$ cat src/rtl/router_pkg.sv
// Shared definitions for the router packet transmitter: field widths,
// transmit FSM states and the header encoding.
package router_pkg;

    localparam int ADDR_W = 2;
    localparam int LEN_W  = 6;
    localparam int BYTE_W = 8;

    // Port 3 does not exist on the 1x3 router.
    localparam logic [ADDR_W-1:0] ADDR_INVALID = 2'd3;
    localparam logic [BYTE_W-1:0] ERR_CNT_MAX  = 8'hFF;

    typedef enum logic [2:0] {
        IDLE,
        COLLECT,
        HEADER,
        PAYLOAD,
        PARITY,
        ERRWAIT
    } tx_state_t;

    // Header byte carries the payload length above the destination port.
    function automatic logic [BYTE_W-1:0] make_header(
        input logic [LEN_W-1:0]  len,
        input logic [ADDR_W-1:0] addr
    );
        return {len, addr};
    endfunction

endpackage

$ cat src/rtl/router_tx_buf.sv
// Payload buffer for router_pkt_tx: DEPTH x 8 register array,
// synchronous write, combinational read.
module router_tx_buf
    import router_pkg::*;
#(
    parameter int DEPTH = 64,
    parameter int AW    = $clog2(DEPTH)
)(
    input  logic              clock,
    input  logic              wr_en,
    input  logic [AW-1:0]     wr_addr,
    input  logic [BYTE_W-1:0] wr_data,
    input  logic [AW-1:0]     rd_addr,
    output logic [BYTE_W-1:0] rd_data
);

    logic [BYTE_W-1:0] mem [DEPTH];

    // Store one payload byte per accepted beat.
    // NOTE: the array has no reset; every entry read is written first in the
    // same packet, and leaving it out keeps the array in plain flops/RAM.
    // NOTE: sequential state is always updated with <= so every flop samples
    // the pre-edge value regardless of statement order.
    always_ff @(posedge clock) begin
        if (wr_en) begin
            mem[wr_addr] <= wr_data;
        end
    end

    assign rd_data = mem[rd_addr];

endmodule

$ cat src/rtl/router_pkt_tx.sv
// Packet source for the 1x3 router input port. Buffers a whole payload,
// then sends header, payload and parity under the router's busy
// back-pressure, and counts packets the router flags with err.
// Optional feature: define ROUTER_PKT_TX_INJ_EN to add the cmd_inj port,
// which inverts bit 0 of the parity byte of that packet.
module router_pkt_tx
    import router_pkg::*;
#(
    parameter int DEPTH = 64
)(
    input  logic              clock,
    input  logic              reset,
    input  logic              cmd_valid,
    output logic              cmd_ready,
    input  logic [1:0]        cmd_addr,
    input  logic [5:0]        cmd_len,
`ifdef ROUTER_PKT_TX_INJ_EN
    input  logic              cmd_inj,
`endif
    output logic              cmd_err,
    input  logic              s_valid,
    input  logic [7:0]        s_data,
    output logic              s_ready,
    input  logic              busy,
    input  logic              err,
    output logic              pkt_valid,
    output logic [7:0]        data_out,
    output logic              pkt_done,
    output logic [7:0]        err_cnt
);

    localparam int AW = $clog2(DEPTH);

    tx_state_t         state, next_state;

    logic [BYTE_W-1:0] header_q;
    logic [BYTE_W-1:0] parity_q;
    logic [BYTE_W-1:0] parity_byte;
    logic [LEN_W-1:0]  len_q;
    logic [LEN_W-1:0]  last_idx;
    logic [LEN_W-1:0]  wr_idx;
    logic [LEN_W-1:0]  rd_idx;
    logic [LEN_W-1:0]  rd_next;

    logic              ew_cnt;
    logic              err_seen;

    logic              cmd_fire;
    logic              cmd_bad;
    logic              s_fire;
    logic              last_wr;
    logic              last_rd;

    logic              pkt_valid_d;
    logic [BYTE_W-1:0] data_out_d;

    logic [AW-1:0]     buf_wr_addr;
    logic [AW-1:0]     buf_rd_addr;
    logic [BYTE_W-1:0] buf_rd_data;

`ifdef ROUTER_PKT_TX_INJ_EN
    logic              inj_q;
    assign parity_byte = parity_q ^ {{(BYTE_W-1){1'b0}}, inj_q};
`else
    assign parity_byte = parity_q;
`endif

    // Handshakes are decoded straight from the state.
    assign cmd_ready = (state == IDLE);
    assign s_ready   = (state == COLLECT);
    assign cmd_fire  = cmd_valid && cmd_ready;
    assign s_fire    = s_valid && s_ready;
    assign cmd_bad   = (cmd_addr == ADDR_INVALID) || (cmd_len == '0);

    // Length lives in the latched header; indices run 0..len-1.
    assign len_q    = header_q[BYTE_W-1:ADDR_W];
    assign last_idx = len_q - LEN_W'(1);
    assign last_wr  = (wr_idx == last_idx);
    assign last_rd  = (rd_idx == last_idx);
    assign rd_next  = rd_idx + LEN_W'(1);

    // The read port looks one byte ahead so the next data_out is ready
    // to be registered on the transfer edge.
    assign buf_wr_addr = AW'(wr_idx);
    assign buf_rd_addr = (state == PAYLOAD) ? AW'(rd_next) : '0;

    router_tx_buf #(
        .DEPTH (DEPTH),
        .AW    (AW)
    ) u_buf (
        .clock   (clock),
        .wr_en   (s_fire),
        .wr_addr (buf_wr_addr),
        .wr_data (s_data),
        .rd_addr (buf_rd_addr),
        .rd_data (buf_rd_data)
    );

    // State register.
    always_ff @(posedge clock or posedge reset) begin
        if (reset) begin
            state <= IDLE;
        end else begin
            state <= next_state;
        end
    end

    // Next-state decode: collect the payload, then walk header/payload/parity
    // one transfer at a time, then a fixed two-cycle error window.
    // NOTE: next_state gets a default before the case so no path can leave it
    // unassigned and infer a latch.
    always_comb begin
        next_state = state;
        case (state)
            IDLE: begin
                if (cmd_fire && !cmd_bad) begin
                    next_state = COLLECT;
                end
            end
            COLLECT: begin
                if (s_fire && last_wr) begin
                    next_state = HEADER;
                end
            end
            HEADER: begin
                if (!busy) begin
                    next_state = PAYLOAD;
                end
            end
            PAYLOAD: begin
                if (!busy && last_rd) begin
                    next_state = PARITY;
                end
            end
            PARITY: begin
                if (!busy) begin
                    next_state = ERRWAIT;
                end
            end
            ERRWAIT: begin
                if (ew_cnt) begin
                    next_state = IDLE;
                end
            end
            default: next_state = IDLE;
        endcase
    end

    // Next values of the registered router outputs; they hold while busy.
    always_comb begin
        pkt_valid_d = pkt_valid;
        data_out_d  = data_out;
        case (state)
            IDLE, ERRWAIT: begin
                pkt_valid_d = 1'b0;
                data_out_d  = '0;
            end
            COLLECT: begin
                if (s_fire && last_wr) begin
                    pkt_valid_d = 1'b1;
                    data_out_d  = header_q;
                end
            end
            HEADER: begin
                if (!busy) begin
                    data_out_d = buf_rd_data;
                end
            end
            PAYLOAD: begin
                if (!busy) begin
                    if (last_rd) begin
                        pkt_valid_d = 1'b0;
                        data_out_d  = parity_byte;
                    end else begin
                        data_out_d  = buf_rd_data;
                    end
                end
            end
            PARITY: begin
                if (!busy) begin
                    data_out_d = '0;
                end
            end
            default: begin
                pkt_valid_d = 1'b0;
                data_out_d  = '0;
            end
        endcase
    end

    // Router-facing output register.
    always_ff @(posedge clock or posedge reset) begin
        if (reset) begin
            pkt_valid <= 1'b0;
            data_out  <= '0;
        end else begin
            pkt_valid <= pkt_valid_d;
            data_out  <= data_out_d;
        end
    end

    // Command latch, parity accumulation and buffer indices.
    always_ff @(posedge clock or posedge reset) begin
        if (reset) begin
            header_q <= '0;
            parity_q <= '0;
            wr_idx   <= '0;
            rd_idx   <= '0;
`ifdef ROUTER_PKT_TX_INJ_EN
            inj_q    <= 1'b0;
`endif
        end else begin
            case (state)
                IDLE: begin
                    if (cmd_fire) begin
                        header_q <= make_header(cmd_len, cmd_addr);
                        parity_q <= make_header(cmd_len, cmd_addr);
                        wr_idx   <= '0;
`ifdef ROUTER_PKT_TX_INJ_EN
                        inj_q    <= cmd_inj;
`endif
                    end
                end
                COLLECT: begin
                    if (s_fire) begin
                        parity_q <= parity_q ^ s_data;
                        if (last_wr) begin
                            wr_idx <= '0;
                            rd_idx <= '0;
                        end else begin
                            wr_idx <= wr_idx + LEN_W'(1);
                        end
                    end
                end
                PAYLOAD: begin
                    if (!busy && !last_rd) begin
                        rd_idx <= rd_next;
                    end
                end
                default: ;
            endcase
        end
    end

    // Status pulses and the error window: err in either ERRWAIT cycle
    // counts the packet once, saturating at 255.
    always_ff @(posedge clock or posedge reset) begin
        if (reset) begin
            cmd_err  <= 1'b0;
            pkt_done <= 1'b0;
            ew_cnt   <= 1'b0;
            err_seen <= 1'b0;
            err_cnt  <= '0;
        end else begin
            cmd_err  <= cmd_fire && cmd_bad;
            pkt_done <= 1'b0;
            if (state == ERRWAIT) begin
                if (ew_cnt) begin
                    ew_cnt   <= 1'b0;
                    err_seen <= 1'b0;
                    pkt_done <= 1'b1;
                    if ((err_seen || err) && (err_cnt != ERR_CNT_MAX)) begin
                        err_cnt <= err_cnt + 8'd1;
                    end
                end else begin
                    ew_cnt   <= 1'b1;
                    err_seen <= err;
                end
            end
        end
    end

endmodule

$ cat config.mk
export PLATFORM = sky130hd
export DESIGN_NAME = router_pkt_tx
export DESIGN_NICKNAME = d
export VERILOG_FILES = /design/src/rtl/router_pkg.sv /design/src/rtl/router_tx_buf.sv /design/src/rtl/router_pkt_tx.sv
export SDC_FILE = /design/constraint.sdc
export NUM_CORES = 1
export LEC_CHECK = 0
export ABC_AREA = 1
export CORE_UTILIZATION = 50
export CTS_CLUSTER_SIZE = 10
export DETAILED_ROUTE_END_ITERATION = 8
export GPL_TIMING_DRIVEN = 0
export HOLD_SLACK_MARGIN = 0.12
export PLACE_DENSITY = 0.7
export SYNTH_ARGS = -nofsm -noshare
export SYNTH_HDL_FRONTEND = slang
export SYNTH_SLANG_ARGS = --single-unit
export TNS_END_PERCENT = 1
$ cat constraint.sdc
create_clock -name clock -period 2.25 [get_ports clock]
set_clock_uncertainty 0.2 [all_clocks]
set_input_delay 0.45 -clock clock [delete_from_list [all_inputs] [get_ports clock]]
set_output_delay 0.45 -clock clock [all_outputs]
set_load 0.01 [all_outputs]
==> flow_summary.toml <==
[timing]
finalHoldViolCount = 0
setup_viol = 484
finalMaxSlewViolations = 0
fin_crit_sh_pct = 113
worst_pin_slew_ns = 0.724
max_clock_freq_mhz = 393
slew_headroom_pct = 51.7
layout_min_cycle_time_ns = 2.54
setup_ws_ns = -0.295
rsz0062_at_grt = "yes"

[die]
floorplan.initialDensity_pct = 51.0
die_w_um = 221
dieArea_um2 = 48600
die_h_um = 221
rows = 79
boundaryPins = 43
coreArea_um2 = 46900

[power]
ir_drop_mv = 0.786
power_density_nw_per_um2 = 1000
leakagePower_nw = 11.9

[global_routing]
grt_start_max_net_pins = 44
overflow = 0
grt_pass1_vias = 17718
antenna_found_initial = 1
grt_pass1_wl_um = 112000
track_usage_pct = 31.9

[synthesis]
syn-instance-count = 2185
synth_top_cell_area_share_pct = 64.4
seq_area_frac_synth_pct = 69.9
yosys-top-cells-area = "edfxtp_1 (64%), nand3_1 (11%), nand2_1 (9.3%)"
synthFlopType = "edfxtp_1"
yosysUniqueCellTypes = 30
ys_warn_count = 0
synth_edf_count = 512
async_flop_share_pct = 9.22
yosysMostFrequentCell = "nand2_1"
avgSynthCellArea_um2 = 10.9
ys_ff_latch = 564
syn_area_um2 = 23900
syn_nets = 2211
synth_top_area_cell = "edfxtp_1"
ys_top_cells_by_count = "nand2_1 (592), nand3_1 (539), edfxtp_1 (512), nor2_1 (169), inv_1 (85)"

[setup_path]
r2r_cells = 15
cp_common_cell = "nand3_2"
critPathBufInv = 4
max_stage_delay_ns = 0.42
cp-startpoint = "rd_idx[0]$_DFFE_PP0P_"
critPathLaunchType = "register"
worst-setup-path-type = "reg2reg"
crit_arrival_ns = 2.87
reg2reg_slack_ns = -0.29
critPathCaptureType = "register"
cp_cell_sequence = "buf_12, clkinvlp_4, nand2_8, buf_12, buf_6, nand2_1, nand3_4, nand3_2, nand3_2, nand3_2, nand3_2, nand3_2, nand2_1, nand2_1, nand2_1"
r2r-start = "rd_idx[0]$_DFFE_PP0P_"
cp_slowest_cell = "dfrtp_2"
crit_family = "simple AND/OR/NAND/NOR gates"
cp_max_fo = 10
crit_required_ns = 2.57
r2r_end = "data_out[1]$_DFFE_PP0P_"

[min_path]
whs_path_depth = 1
min_from = "s_data[3]"
min-delay-path-class = "in2reg"
hold_end = "u_buf.mem[51][3]$_DFFE_PP_"

[routing]
via_per_inst = 6.16
vias = 18738
ant_nets = 0
drt-pass1-iter-count = 6
drt_iter0_markers = 2702
routed_wl_um = 78100
remaining_drc_errors = 0
wl_per_cell_um = 25.7

[clock_tree]
htree_levels = 3
clk_pin_slew_ns = 0.06
cts_tree = "done"
cts_root_buf = "clkbuf_16"
cts_buffers = 66
clock_sinks = 564
clock_latency_ns = 0.61
clockBufferDepth = 3

[cells_and_area]
synthToLayoutAreaGrowth_pct = 30.9
final_cells = 3041
drive_gt1_share_pct = 27.3
multi_input_comb_area_um2 = 8380
nets = 2428
ff_latch_area_um2 = 16700
nFillCells = 3253
final_design_area_no_fill_um2 = 31200

[place]
post_dp_cell_area_um2 = 25200
dpl.cell_count = 2843
place_hpwl_um = 47500
io_buffer_count = 42
place.gp.congestion = 0.973

[flow_run]
maxCapViolations = 0

[outcome]
outcome = "finished, violations left"
violations = "negative setup slack"
## worst max path at each step
stage | to | slack, ns | cells past startpoint
2_1_floorplan | u_buf.mem[10][0]$_DFFE_PP_ | -0.17 | 8
3_3_place_gp | u_buf.mem[20][5]$_DFFE_PP_ | -1.55 | 1
3_5_place_dp | u_buf.mem[26][7]$_DFFE_PP_ | -1.34 | 8
4_1_cts | data_out[6]$_DFFE_PP0P_ | -0.24 | 17
5_1_grt | data_out[2]$_DFFE_PP0P_ | -0.35 | 15
6_report | data_out[1]$_DFFE_PP0P_ | -0.29 | 15
## cell type report
| cell class | count | area share (%) |
|---|---|---|
| Antenna cell | 1 | 0.00801 |
| Clock buffer | 97 | 5.89 |
| Buffer | 120 | 4.14 |
| Timing Repair Buffer | 148 | 6.07 |
| Tap cell | 607 | 2.43 |
| Sequential cell | 564 | 53.4 |
| Inverter | 91 | 1.20 |
| Multi-Input combinational cell | 1411 | 26.8 |
| Clock inverter | 2 | 0.0561 |
## cell usage in the layout, fill, tap and decap left out, types with 4 or more instances in the layout
| cell type | n |
|---|---|
| nand2_8 | 4 |
| inv_2 | 6 |
| clkbuf_1 | 35 |
| buf_6 | 53 |
| a21oi_1 | 17 |
| clkbuf_2 | 5 |
| nand3_1 | 313 |
| nor3_1 | 4 |
| o22ai_1 | 7 |
| dfrtp_1 | 47 |
| clkbuf_4 | 9 |
| nand3_2 | 206 |
| clkbuf_8 | 5 |
| nand2_2 | 20 |
| nor2_4 | 72 |
| clkbuf_16 | 74 |
| nor2_1 | 100 |
| o21ai_1 | 10 |
| xnor2_1 | 9 |
| buf_12 | 52 |
| nand2_4 | 6 |
| xor2_1 | 16 |
| o21ai_0 | 19 |
| nand3_4 | 24 |
| buf_2 | 20 |
| buf_8 | 17 |
| edfxtp_1 | 512 |
| buf_4 | 56 |
| inv_1 | 78 |
| dfrtp_2 | 5 |
| clkdlybuf4s50_1 | 32 |
| nand2_1 | 563 |
## cells by family (layout without fill, tap and decap cells)
family	after synthesis	in the layout	synth area share (%)
AND/OR/NAND/NOR	1321	1322	23.9
flip-flops	564	564	69.9
buffers and inverters	211	458	3.74
AO/OA/AOI/OAI	58	58	1.27
XOR/XNOR	27	27	0.991
adder cells (fa/ha/maj)	4	4	0.210
other	0	1	0
## routing by layer
metal  GRT usage (%)  up-vias  share of wire, %
li1                -     8041                 -
met5               0        -                 0
met4            16.6        0               5.7
met1            42.1     9020                36
met3            7.40      283                12
met2            49.5     1394                46
## flip-flops by register name (all words and copies together), names as in the netlist
| register | count |
|---|---|
| err_cnt | 8 |
| cmd_err | 1 |
| parity_byte | 8 |
| pkt_done | 1 |
| buf_wr_addr | 6 |
| u_buf.mem | 512 |
| ew_cnt | 1 |
| header_q | 8 |
| state | 3 |
| err_seen | 1 |
| rd_idx | 6 |
| pkt_valid | 1 |
| data_out | 8 |
## where the power goes
part / switching (mW) / total (mW) / leakage [nW] / internal, mW
logic: 6.25 / 9.53 / 5.79 / 3.28
registers: 0.328 / 12.1 / 5.26 / 11.8
clock network: 4.02 / 9.62 / 0.898 / 5.60
## repair_timing
action	in CTS	in global routing
pin swaps	66	64
gates resized for setup	544	201
cloned	6	3
endpoints found under the setup margin	537	542
hold buffers	1	0
endpoints found under the hold margin	22	0
setup buffers	80	8
## stage by stage
stage / setup slack (ns) / total power [mW] / hold WS, ns / util (%) / TNS [ns]
final: -0.295 / 31.3 / 0.214 / 66.7 / -45.47
after global routing: -0.346 / 32.2 / 0.234 / 66.7 / -80.84
after detailed placement: -1.34 / 19.1 / 0.267 / 53.8 / -562.75
after floorplan: -0.172 / 16.4 / 0.253 / - / -72.23
after global placement: -1.55 / 18.9 / 0.271 / 53.5 / -1295.84
after CTS: -0.242 / 30.1 / 0.203 / 64.5 / -38.11
Power figures use the tool's default switching activity.
